[config.mk]
export PLATFORM = sky130hd
export DESIGN_NAME = mem_port_arbiter
export DESIGN_NICKNAME = d
export VERILOG_FILES = /design/src/rtl/mem_port_arbiter.sv
export SDC_FILE = /design/constraint.sdc
export NUM_CORES = 1
export LEC_CHECK = 0
export ABC_AREA = 0
export CAP_MARGIN = 15
export CORE_ASPECT_RATIO = 1.25
export CORE_MARGIN = 2
export CORE_UTILIZATION = 35
export DETAILED_ROUTE_END_ITERATION = 10
export PLACE_DENSITY = 0.86
export SLEW_MARGIN = 20
export SYNTH_ARGS = -nofsm -noshare
export SYNTH_HDL_FRONTEND = slang
export SYNTH_SLANG_ARGS = --single-unit
[constraint.sdc]
create_clock -name clk -period 3.6 [get_ports clk]
set_clock_uncertainty 0.2 [all_clocks]
set_input_delay 0.54 -clock clk [delete_from_list [all_inputs] [get_ports clk]]
set_output_delay 0.54 -clock clk [all_outputs]
set_load 0.02 [all_outputs]
[src/rtl/mem_port_arbiter.sv]
// Three-cycle (IDLE->ISSUE->DONE) arbiter sharing one synchronous single-port RAM
// between the program loader, CPU data port and CPU fetch port. Optional ARB_ROUND_ROBIN_EN.
module mem_port_arbiter #(
  parameter int ADDR_W = 14
) (
  input  logic              clk,
  input  logic              rst,
  input  logic              if_req,
  input  logic [31:0]       if_addr,
  output logic [31:0]       if_rdata,
  output logic              if_valid,
  input  logic              d_req,
  input  logic              d_we,
  input  logic [31:0]       d_addr,
  input  logic [31:0]       d_wdata,
  output logic [31:0]       d_rdata,
  output logic              d_valid,
  input  logic              ld_req,
  input  logic [31:0]       ld_addr,
  input  logic [31:0]       ld_wdata,
  output logic              ld_ack,
  output logic              mem_en,
  output logic              mem_we,
  output logic [ADDR_W-1:0] mem_addr,
  output logic [31:0]       mem_wdata,
  input  logic [31:0]       mem_rdata,
  output logic              cpu_stall
);

  typedef enum logic [1:0] {S_IDLE, S_ISSUE, S_DONE} state_t;
  typedef enum logic [1:0] {W_IF, W_D, W_LD} win_t;

  state_t            state_q, state_d;
  win_t              win_q, win_d;
  logic [ADDR_W-1:0] addr_q, addr_d;
  logic [31:0]       wdata_q, wdata_d;
  logic              we_q, we_d;
  logic [31:0]       if_rdata_q, if_rdata_d;
  logic [31:0]       d_rdata_q, d_rdata_d;
  logic              pick_d;
  logic              done_rd;
  logic              unused_addr_bits;
`ifdef ARB_ROUND_ROBIN_EN
  logic              rr_q, rr_d;  // 1: data wins the next data/fetch tie
`endif

  always_comb begin
    state_d    = state_q;
    win_d      = win_q;
    addr_d     = addr_q;
    wdata_d    = wdata_q;
    we_d       = we_q;
    if_rdata_d = if_rdata_q;
    d_rdata_d  = d_rdata_q;
`ifdef ARB_ROUND_ROBIN_EN
    rr_d       = rr_q;
    pick_d     = d_req & (~if_req | rr_q);
`else
    pick_d     = d_req;
`endif
    unique case (state_q)
      S_IDLE: begin
        if (ld_req | d_req | if_req) begin
          state_d = S_ISSUE;
          if (ld_req) begin
            win_d   = W_LD;
            addr_d  = ld_addr[ADDR_W+1:2];
            wdata_d = ld_wdata;
            we_d    = 1'b1;
          end else if (pick_d) begin
            win_d   = W_D;
            addr_d  = d_addr[ADDR_W+1:2];
            wdata_d = d_wdata;
            we_d    = d_we;
`ifdef ARB_ROUND_ROBIN_EN
            rr_d    = 1'b0;
`endif
          end else begin
            win_d   = W_IF;
            addr_d  = if_addr[ADDR_W+1:2];
            wdata_d = '0;
            we_d    = 1'b0;
`ifdef ARB_ROUND_ROBIN_EN
            rr_d    = 1'b1;
`endif
          end
        end
      end
      S_ISSUE: state_d = S_DONE;
      S_DONE: begin
        state_d = S_IDLE;
        if (!we_q && win_q == W_IF) if_rdata_d = mem_rdata;
        if (!we_q && win_q == W_D)  d_rdata_d  = mem_rdata;
      end
      default: state_d = S_IDLE;
    endcase
  end

  always_ff @(posedge clk or posedge rst) begin
    if (rst) begin
      state_q    <= S_IDLE;
      win_q      <= W_IF;
      addr_q     <= '0;
      wdata_q    <= '0;
      we_q       <= 1'b0;
      if_rdata_q <= '0;
      d_rdata_q  <= '0;
`ifdef ARB_ROUND_ROBIN_EN
      rr_q       <= 1'b1;
`endif
    end else begin
      state_q    <= state_d;
      win_q      <= win_d;
      addr_q     <= addr_d;
      wdata_q    <= wdata_d;
      we_q       <= we_d;
      if_rdata_q <= if_rdata_d;
      d_rdata_q  <= d_rdata_d;
`ifdef ARB_ROUND_ROBIN_EN
      rr_q       <= rr_d;
`endif
    end
  end

  always_comb begin
    done_rd   = (state_q == S_DONE) & ~we_q;
    mem_en    = (state_q == S_ISSUE);
    mem_we    = (state_q == S_ISSUE) & we_q;
    mem_addr  = addr_q;
    mem_wdata = wdata_q;
    if_valid  = (state_q == S_DONE) & (win_q == W_IF);
    d_valid   = (state_q == S_DONE) & (win_q == W_D);
    ld_ack    = (state_q == S_DONE) & (win_q == W_LD);
    // Read data bypasses the holding register so it is valid alongside the pulse.
    if_rdata  = (done_rd && win_q == W_IF) ? mem_rdata : if_rdata_q;
    d_rdata   = (done_rd && win_q == W_D)  ? mem_rdata : d_rdata_q;
    cpu_stall = ld_req | (if_req & ~if_valid) | (d_req & ~d_valid);
    unused_addr_bits = ^{if_addr[1:0], if_addr[31:ADDR_W+2],
                         d_addr[1:0],  d_addr[31:ADDR_W+2],
                         ld_addr[1:0], ld_addr[31:ADDR_W+2]};
  end

endmodule

==> metrics, run 1 <==
CTS Buf Count=17; syn nets=663; layout cells sized above 1=approximately 25%; synthesized area per cell=between 10 and 15 µm²; start of the worst register-to-register path=state_q[0]; Root Buffer=clkbuf_16; CTS tree=built; Fmax=around 290 MHz; Initial Util=a little over a third; EDFF count, synth=0; Antenna Cells=0; GR Layer Usage met2=between 30% and 40%; endpoints failing setup=0; core footprint=between 15,000 and 20,000 µm²; clock insertion delay at the later pin of the skew report=0.40 ns; Detail Route Antenna Nets=0; Final WS setup=about 0.11 ns; relative slew slack=between 30% and 40%; crit-path max cell delay=between 0.5 and 0.6 ns; Hold Vio Cnt, Final=0; WL/cell=16.0 µm; Post-DP HPWL=10,900 µm; crit path DAT=~2.8 ns; Clock Path Buffers=2; asr flop ratio synth=100%; Mapped Area=~5700 µm²; critical-path cell list=or3b_1 -> nor3_4 -> buf_12 -> mux2_2 -> clkdlybuf4s50_1; DP Worst Slack=between 0.4 and 0.5 ns; grt met1 use=19.3%; Slew Limit Fails=0; grt ovf=0; number of synthesized register bits=115; P_sw=around 2.8 mW; die area=between 15,000 and 20,000 µm²; peak supply drop=0.395 mV; top post-synthesis cells by area=dfrtp_1 (51%), mux2_2 (27%), a21oi_1 (5.8%), a22oi_1 (4.4%), mux2i_1 (2.5%); Clk pin slew, worst setup/hold paths=0.05 ns; clock period minus worst slack=roughly 3.5 ns; slowest CP cell=clkdlybuf4s50_1; commonest non-fill, non-tap cell in the layout=clkdlybuf4s50_1; Ports=approximately 310; class of the worst hold path=flip-flop to flip-flop; Remaining DRCs=0; Rows=between 50 and 60; largest net degree at the start of global routing=116; clock share of power=approximately a fifth; number of global-route vias before repair=between 4k and 5k; Setup Buffers After CTS=0; CTS resizes=1; Die Y=between 100 and 150 µm; post-route design area=around 9100 µm²; Pwr per Cell Area=about 900 nW/µm²; I/O Buffers=~260; CP Data Required Time=2.86 ns; Layout area overhead=59.5%; crit-path max FO=40; CP Capture Type=output port; Sequential Power Share=28.6%; yosys warns=0; critical path type=flip-flop to output port; Non-Filler Instances=approximately 940; Main synth FF type=dfrtp_1; Vias=between 4k and 5k; Least-Margin Pin Slew=between 0.9 and 1 ns; antenna violations before repair=0; placed cells=910; DIE WIDTH=between 100 and 150 µm; synthesized instance count=roughly 470; cell taking the most area after synthesis=dfrtp_1; Vias per Instance=between 4 and 5; status=complete, no violations; MaxCap Viol Count=0; CTS H-tree lvls=4; hold wc startpoint=if_rdata_q[2]; layout net count=911; gp weighted congestion=slightly below 0.8; global-route wire length before repair=24,300 µm; worst setup path startpoint=state_q[0]; hold_buf cts=0; Sw Ratio=34.9%; clock sink count=115; GRT Max-Usage Layer=met2; Post-DP Area=roughly 8500 µm²; All-Layer GR Usage=between 10% and 20%; Total Wirelength=approximately 15,000 µm; synth unique cells=23; sum of negative setup slack=0 ns; cell leakage power=around 3.7 nW; initial DRC count=roughly 130; RSZ-0062 raised after global routing=no; most frequent cells in the layout=clkdlybuf4s50_1 (258), mux2_2 (137), dfrtp_1 (115); sequential fraction of the synthesis area=approximately 51%; internal power=5.25 mW; First-pass DRT Iterations=4; Worst setup SP type=flip-flop; power share of the combinational group=approximately half; fin crit share=96.9%; met3 Resource Use GR=under 10%; Synth top area share=~51%
==> sequential cells by signal (all words and copies together) (netlist names) <==
name and flops:
state_q 2, if_rdata_q 32, mem_addr 14, we_q 1, win_q 2, d_rdata_q 32, mem_wdata 32
==> worst max-delay path: cells and delay by family (launching register included) <==
| kind | cells | cell delay, ns |
|---|---|---|
| multiplexers | 1 | 0.36 |
| flip-flops | 1 | 0.43 |
| buffers and inverters | 2 | 0.80 |
| AND/OR/NAND/NOR | 2 | 0.71 |
==> synth_stat cells (5+ instances only) <==
cell / count
mux2_2: 137
dfrtp_1: 115
a21oi_1: 66
a22oi_1: 33
clkbuf_1: 21
o21ai_0: 19
nand2_1: 16
mux2i_1: 14
buf_2: 9
buf_6: 6
mux2_1: 5
nor2_1: 5
==> power by group through the flow <==
stage                     Combinational [mW]  Clock [mW]  Sequential, mW
final                                   4.05        1.70            2.31
after global routing                    4.31        1.81            2.39
after CTS                               4.10        1.75            2.31
after detailed placement                4.08           0            2.32
after global placement                  4.02           0            2.28
after floorplan                         1.98           0            2.56
==> area by class of cell <==
cell class / count / area (µm²)
tap: 216 / 270
sequential: 115 / 2880
clock inverter: 9 / 129
fill: 1366 / 7010
clock buffer: 22 / 474
inverter: 2 / 11.3
multi-input combinational: 309 / 2600
timing repair buffer: 268 / 2700
==> layer usage <==
metal | share of wire [%] | wire length [µm]
met1 | 37 | 5560
met2 | 52 | 7820
met3 | 8.2 | 1240
met4 | 3.0 | 452
met5 | 0 | 0
==> path summary, 6_finish.rpt <==
kind	endpoint	depth (start not counted)	slack (ns)
min in group asynchronous	mem_addr[7]	3	0.44
max in group asynchronous	mem_addr[11]	3	2.24
worst min register to register	if_rdata_q[2]	1	0.28
worst max register to register	mem_addr[8]	4	1.08
worst min-delay path	if_rdata_q[2]	1	0.28
worst max-delay path	if_rdata[13]	5	0.11
==> per-stage QoR <==
stage,utilization (%),hold slack (ns),power (mW)
3_5_place_dp,52.6,0.275,6.40
4_1_cts,56.4,0.288,8.16
6_report,56.4,0.282,8.06
5_1_grt,56.4,0.314,8.51
3_3_place_gp,52.6,0.265,6.30
2_1_floorplan,-,0.254,4.54
==> cells by family after synthesis <==
group	count (synthesis)	synth area share (%)
and+or+nand+nor	35	3.24
muxes	156	30.6
DFF	115	50.6
buffers and inverters	41	3.70
AOI/OAI and AO/OA	118	11.8
Power figures use the tool's default switching activity.
==> run 2, diff against run 1 <==
--- a/config.mk
+++ b/config.mk
@@ -7,9 +7,11 @@
 export LEC_CHECK = 0
 export ABC_AREA = 0
 export CAP_MARGIN = 15
+export CELL_PAD_IN_SITES_DETAIL_PLACEMENT = 1
+export CELL_PAD_IN_SITES_GLOBAL_PLACEMENT = 1
 export CORE_ASPECT_RATIO = 1.25
 export CORE_MARGIN = 2
-export CORE_UTILIZATION = 35
+export CORE_UTILIZATION = 26
 export DETAILED_ROUTE_END_ITERATION = 10
 export PLACE_DENSITY = 0.86
 export SLEW_MARGIN = 20
==> run 2 against run 1 <==
  * Global-route usage is 2.1 points lower
  * Highest routed layer unchanged
  * Wire length is 21% higher
  * Via count up 0.81%
  * Sequential share of layout area is 0.73 points lower
  * Worst hold slack got worse by 0.042 ns
  * Setup slack better by 0.0048 ns
  * Utilization decreased by 13 points
  * Cell count increased by 7.4%
  * Total power rose by 3.8%
  * Non-clock buffer count grew 6
  * Largest cell class unchanged
  * Combinational power is 2% higher
  * Die area rose by 33%
==> metrics, run 2 (synthesized netlist as in run 1, its figures left out) <==
gp weighted congestion=approximately 0.71; clock period minus worst slack=3.48 ns; antenna violations before repair=0; Pwr per Cell Area=between 900 and 1000 nW/µm²; fin crit share=between 90 and 100%; peak supply drop=between 0.3 and 0.4 mV; Fmax=around 290 MHz; status=complete, no violations; crit path DAT=about 2.7 ns; Total Power=about 8.4 mW; critical path type=flip-flop to output port; number of global-route vias before repair=slightly above 5k; final-layout fill cell count=around 2.3k; Remaining DRCs=0; most frequent cells in the layout=clkdlybuf4s50_1 (249), mux2_2 (137), dfrtp_1 (115); RSZ-0062 raised after global routing=yes; Rows=60; Slew Limit Fails=0; die area=about 23,000 µm²; Least-Margin Pin Slew=a little over 1 ns; Post-DP Area=8530 µm²; Clk pin slew, worst setup/hold paths=0.05 ns; clock sink count=between 100 and 150; core footprint=21,500 µm²; initial DRC count=approximately 120; Layout area overhead=63.2%; Initial Util=between 20% and 30%; Vias=between 4k and 5k; Ports=approximately 310; First-pass DRT Iterations=4; global-route wire length before repair=around 28,000 µm; Clock Path Buffers=2; crit-path max cell delay=about 0.55 ns; post-route design area=9280 µm²; crit-path max FO=16; DIE WIDTH=136 µm; slowest CP cell=clkdlybuf4s50_1; grt ovf=0; CP Capture Type=output port; I/O Buffers=259; Detail Route Antenna Nets=0; Worst setup SP type=flip-flop; hold wc startpoint=ld_req; Die Y=approximately 170 µm; largest net degree at the start of global routing=approximately 80; endpoints failing setup=0; start of the worst register-to-register path=state_q[0]; commonest non-fill, non-tap cell in the layout=clkdlybuf4s50_1; CP Data Required Time=between 2 and 3 ns; clock insertion delay at the later pin of the skew report=~0.40 ns; worst setup path startpoint=state_q[0]; Total Wirelength=between 15,000 and 20,000 µm; layout net count=roughly 920; Root Buffer=clkbuf_16; Post-DP HPWL=approximately 12,000 µm; class of the worst hold path=primary input to flip-flop; CTS H-tree lvls=4; layout cells sized above 1=approximately 26%; relative slew slack=between 30% and 40%; WL/cell=18.0 µm; Antenna Cells=0; Vias per Instance=between 4 and 5; Hold Vio Cnt, Final=0; cell leakage power=approximately 3.8 nW; CTS Buf Count=17; All-Layer GR Usage=15.7%; critical-path cell list=or3b_1 -> nor3_4 -> buf_8 -> mux2_2 -> clkdlybuf4s50_1; MaxCap Viol Count=0; CTS tree=built
[run 2: report_power, final]
part	internal, mW	total (mW)	switching [mW]
clock	1.30	1.93	0.629
sequential	1.95	2.31	0.353
combinational	2.16	4.13	1.97
[run 2: final cells by class]
cell class                 instances  area (µm²)  share of cell area [%]
inverter                           2        11.3                   0.121
clock buffer                      18         429                    4.63
multi-input combinational        309        2600                    28.0
timing repair buffer             274        2780                    29.9
clock inverter                    14         233                    2.51
tap                              279         349                    3.76
sequential                       115        2880                    31.0
[run 2: timing repair]
action | CTS | global route
endpoints found under the setup margin | 0 | 32
gates resized for setup | 0 | 11
hold buffers | 0 | 0
buffers inserted | 0 | 4
[run 2: path summary, 6_finish.rpt]
path | slack [ns] | cells past startpoint | to
worst max-delay path | 0.12 | 5 | if_rdata[14]
worst min-delay path | 0.24 | 2 | win_q[0]
worst max register to register | 1.21 | 5 | if_rdata_q[8]
worst min register to register | 0.28 | 1 | if_rdata_q[0]
max in group asynchronous | 2.40 | 3 | mem_wdata[8]
min in group asynchronous | 0.44 | 3 | if_rdata_q[26]
[run 2: metrics by stage]
stage | std cells | util, % | setup WS, ns | TNS, ns | hold slack [ns]
final | 1011 | 43.2 | 0.117 | 0 | 0.240
after global routing | 1011 | 43.2 | -0.00618 | -0.0161 | 0.257
after CTS | 1005 | 42.8 | 0.00514 | 0 | 0.209
after detailed placement | 973 | 39.7 | 0.466 | 0 | 0.272
after global placement | 973 | 39.7 | 0.487 | 0 | 0.264
after floorplan | 465 | - | 1.03 | 0 | 0.254
[run 2: worst max-delay path: cells and delay by family, from the launching register on]
kind | cells | cell delay (ns)
AND/OR/NAND/NOR | 2 | 0.75
buffers and inverters | 2 | 0.79
multiplexers | 1 | 0.35
flip-flops | 1 | 0.43
[run 2: layer usage]
layer | part of all wire, % | global-route usage, % | vias to the layer above | wire, µm
met2 | 52 | 27.4 | 175 | 9550
met1 | 39 | 17.8 | 2314 | 7150
met4 | 1.5 | 5.12 | 0 | 277
met5 | 0 | 0 | - | 0
met3 | 6.9 | 5.38 | 15 | 1270
li1 | - | - | 2206 | -
==> run 3, diff against run 2 <==
--- a/config.mk
+++ b/config.mk
@@ -9,7 +9,7 @@
 export CAP_MARGIN = 15
 export CELL_PAD_IN_SITES_DETAIL_PLACEMENT = 1
 export CELL_PAD_IN_SITES_GLOBAL_PLACEMENT = 1
-export CORE_ASPECT_RATIO = 1.25
+export CORE_ASPECT_RATIO = 1.4
 export CORE_MARGIN = 2
 export CORE_UTILIZATION = 26
 export DETAILED_ROUTE_END_ITERATION = 10
==> run 3 against run 2 <==
  * Total power fell by 0.54%
  * Sequential share of layout area hardly changed
  * Combinational power barely moved
  * Non-clock buffer count fell by 2
  * Wire length fell by 2.5%
  * Setup slack is essentially flat
  * Utilization is 0.45 points lower
  * Global-route usage fell by 0.40 points
  * Count of clock-buffer cells in the layout up 2
  * Clock power is 3% lower
  * Critical path type unchanged
  * Critical endpoint is now if_rdata[8]
==> metrics, run 3 (synthesized netlist as in run 1, its figures left out) <==
CTS Buf Count=17; Least-Margin Pin Slew=0.991 ns; Sw Ratio=35.3%; crit path DAT=roughly 2.7 ns; clock period minus worst slack=3.48 ns; I/O Buffers=between 200 and 300; fin crit share=96.7%; Initial Util=between 20% and 30%; Antenna Cells=0; clock share of power=22.6%; class of the worst hold path=primary input to flip-flop; Clk pin slew, worst setup/hold paths=0.05 ns; CP Data Required Time=~2.9 ns; Vias per Instance=roughly 4.6; gp weighted congestion=around 0.75; core footprint=21,700 µm²; final worst hold slack=around 0.22 ns; WL/cell=roughly 17 µm; relative slew slack=about 34%; DIE WIDTH=129 µm; Fmax=~290 MHz; endpoints failing setup=0; most frequent cells in the layout=clkdlybuf4s50_1 (250), mux2_2 (137), dfrtp_1 (114); Ports=approximately 310; slowest CP cell=clkdlybuf4s50_1; grt ovf=0; number of global-route vias before repair=around 5.1k; antenna violations before repair=0; First-pass DRT Iterations=4; Sequential Power Share=approximately 28%; initial DRC count=~100; RSZ-0062 raised after global routing=no; FF-to-FF path depth=5; clock insertion delay at the later pin of the skew report=approximately 0.4 ns; Total Wirelength=approximately 18,000 µm; global-route wire length before repair=27,300 µm; cell leakage power=3.81 nW; die area=23,100 µm²; internal power=between 5 and 6 mW; CP Capture Type=output port; peak supply drop=roughly 0.32 mV; Worst setup SP type=flip-flop; status=complete, no violations; DP Worst Slack=about 0.46 ns; start of the worst register-to-register path=state_q[0]; reg-to-reg slack, setup=around 1.3 ns; clock sink count=115; crit path to=if_rdata[8]; Vias=roughly 4.7k; Die Y=179 µm; crit-path max FO=16; sum of negative setup slack=0 ns; Clock Path Buffers=2; critical path type=flip-flop to output port; CTS tree=built; CTS H-tree lvls=4; critical-path cell list=or3b_4 -> nor3_4 -> buf_6 -> mux2_2 -> clkdlybuf4s50_1; layout net count=915; crit-path max cell delay=0.55 ns; Root Buffer=clkbuf_16; Hold Vio Cnt, Final=0; P_sw=between 2 and 3 mW; Final WS setup=between 0.1 and 0.15 ns; Post-DP HPWL=12,500 µm; layout cells sized above 1=26.0%; Slew Limit Fails=0; power share of the combinational group=49.7%; Rows=64; All-Layer GR Usage=15.3%; Reg2Reg Capture Point=if_rdata_q[21]; Pwr per Cell Area=896 nW/µm²; Detail Route Antenna Nets=0; Layout area overhead=63.3%; worst setup path startpoint=state_q[0]; commonest non-fill, non-tap cell in the layout=clkdlybuf4s50_1; MaxCap Viol Count=0; Remaining DRCs=0; largest net degree at the start of global routing=roughly 120
-- run 3: metal layers --
layer / global-route usage, % / part of all wire (%) / vias up
met4: 5.07 / 1.8 / 0
met3: 4.80 / 6.6 / 19
li1: - / - / 2200
met2: 28.1 / 54 / 175
met1: 16.4 / 38 / 2281
met5: 0 / 0 / -
-- run 3: per-stage QoR --
| stage | power, mW | cells | cell area [µm²] | utilization (%) |
|---|---|---|---|---|
| 2_1_floorplan | 4.54 | 465 | 5690 | - |
| 3_3_place_gp | 6.35 | 990 | 8550 | 39.4 |
| 3_5_place_dp | 6.50 | 990 | 8550 | 39.4 |
| 4_1_cts | 8.45 | 1022 | 9210 | 42.4 |
| 5_1_grt | 8.84 | 1027 | 9280 | 42.8 |
| 6_report | 8.32 | 1027 | 9280 | 42.8 |
-- run 3: repair_timing --
item	CTS	global route
resized for setup	0	11
setup endpoints to repair	0	32
hold buffers	0	0
buffers inserted	0	3
-- run 3: how the worst min path moves through the flow --
stage / from / slack, ns / depth (start not counted) / endpoint
2_1_floorplan: if_rdata_q[0] / 0.25 / 1 / if_rdata_q[0]
3_3_place_gp: if_rdata_q[2] / 0.26 / 1 / if_rdata_q[2]
3_5_place_dp: if_rdata_q[2] / 0.28 / 1 / if_rdata_q[2]
4_1_cts: ld_req / 0.20 / 3 / win_q[1]
5_1_grt: ld_req / 0.22 / 3 / win_q[1]
6_report: ld_req / 0.22 / 3 / win_q[1]
-- run 3: worst max-delay path, delay by kind of cell, from the launching register on --
| family | cells | cell delay [ns] |
|---|---|---|
| buf+inv | 2 | 0.82 |
| simple gates | 2 | 0.70 |
| flops | 1 | 0.44 |
| mux | 1 | 0.37 |
-- run 3: power groups by stage --
stage / Sequential [mW] / Clock, mW / Combinational (mW)
floorplan: 2.56 / 0 / 1.98
global placement: 2.27 / 0 / 4.08
detailed placement: 2.33 / 0 / 4.17
CTS: 2.31 / 1.95 / 4.18
global route: 2.41 / 2.01 / 4.43
finish: 2.31 / 1.88 / 4.13
-- run 3: layout make-up --
cell class              instances  area [µm²]
multi-input cells             309        2610
flip-flops and latches        115        2880
fillers                      2299       12400
clock inverters                12         201
repair buffers                272        2760
inverters                       2        11.3
clock buffers                  20         457
well taps                     297         372
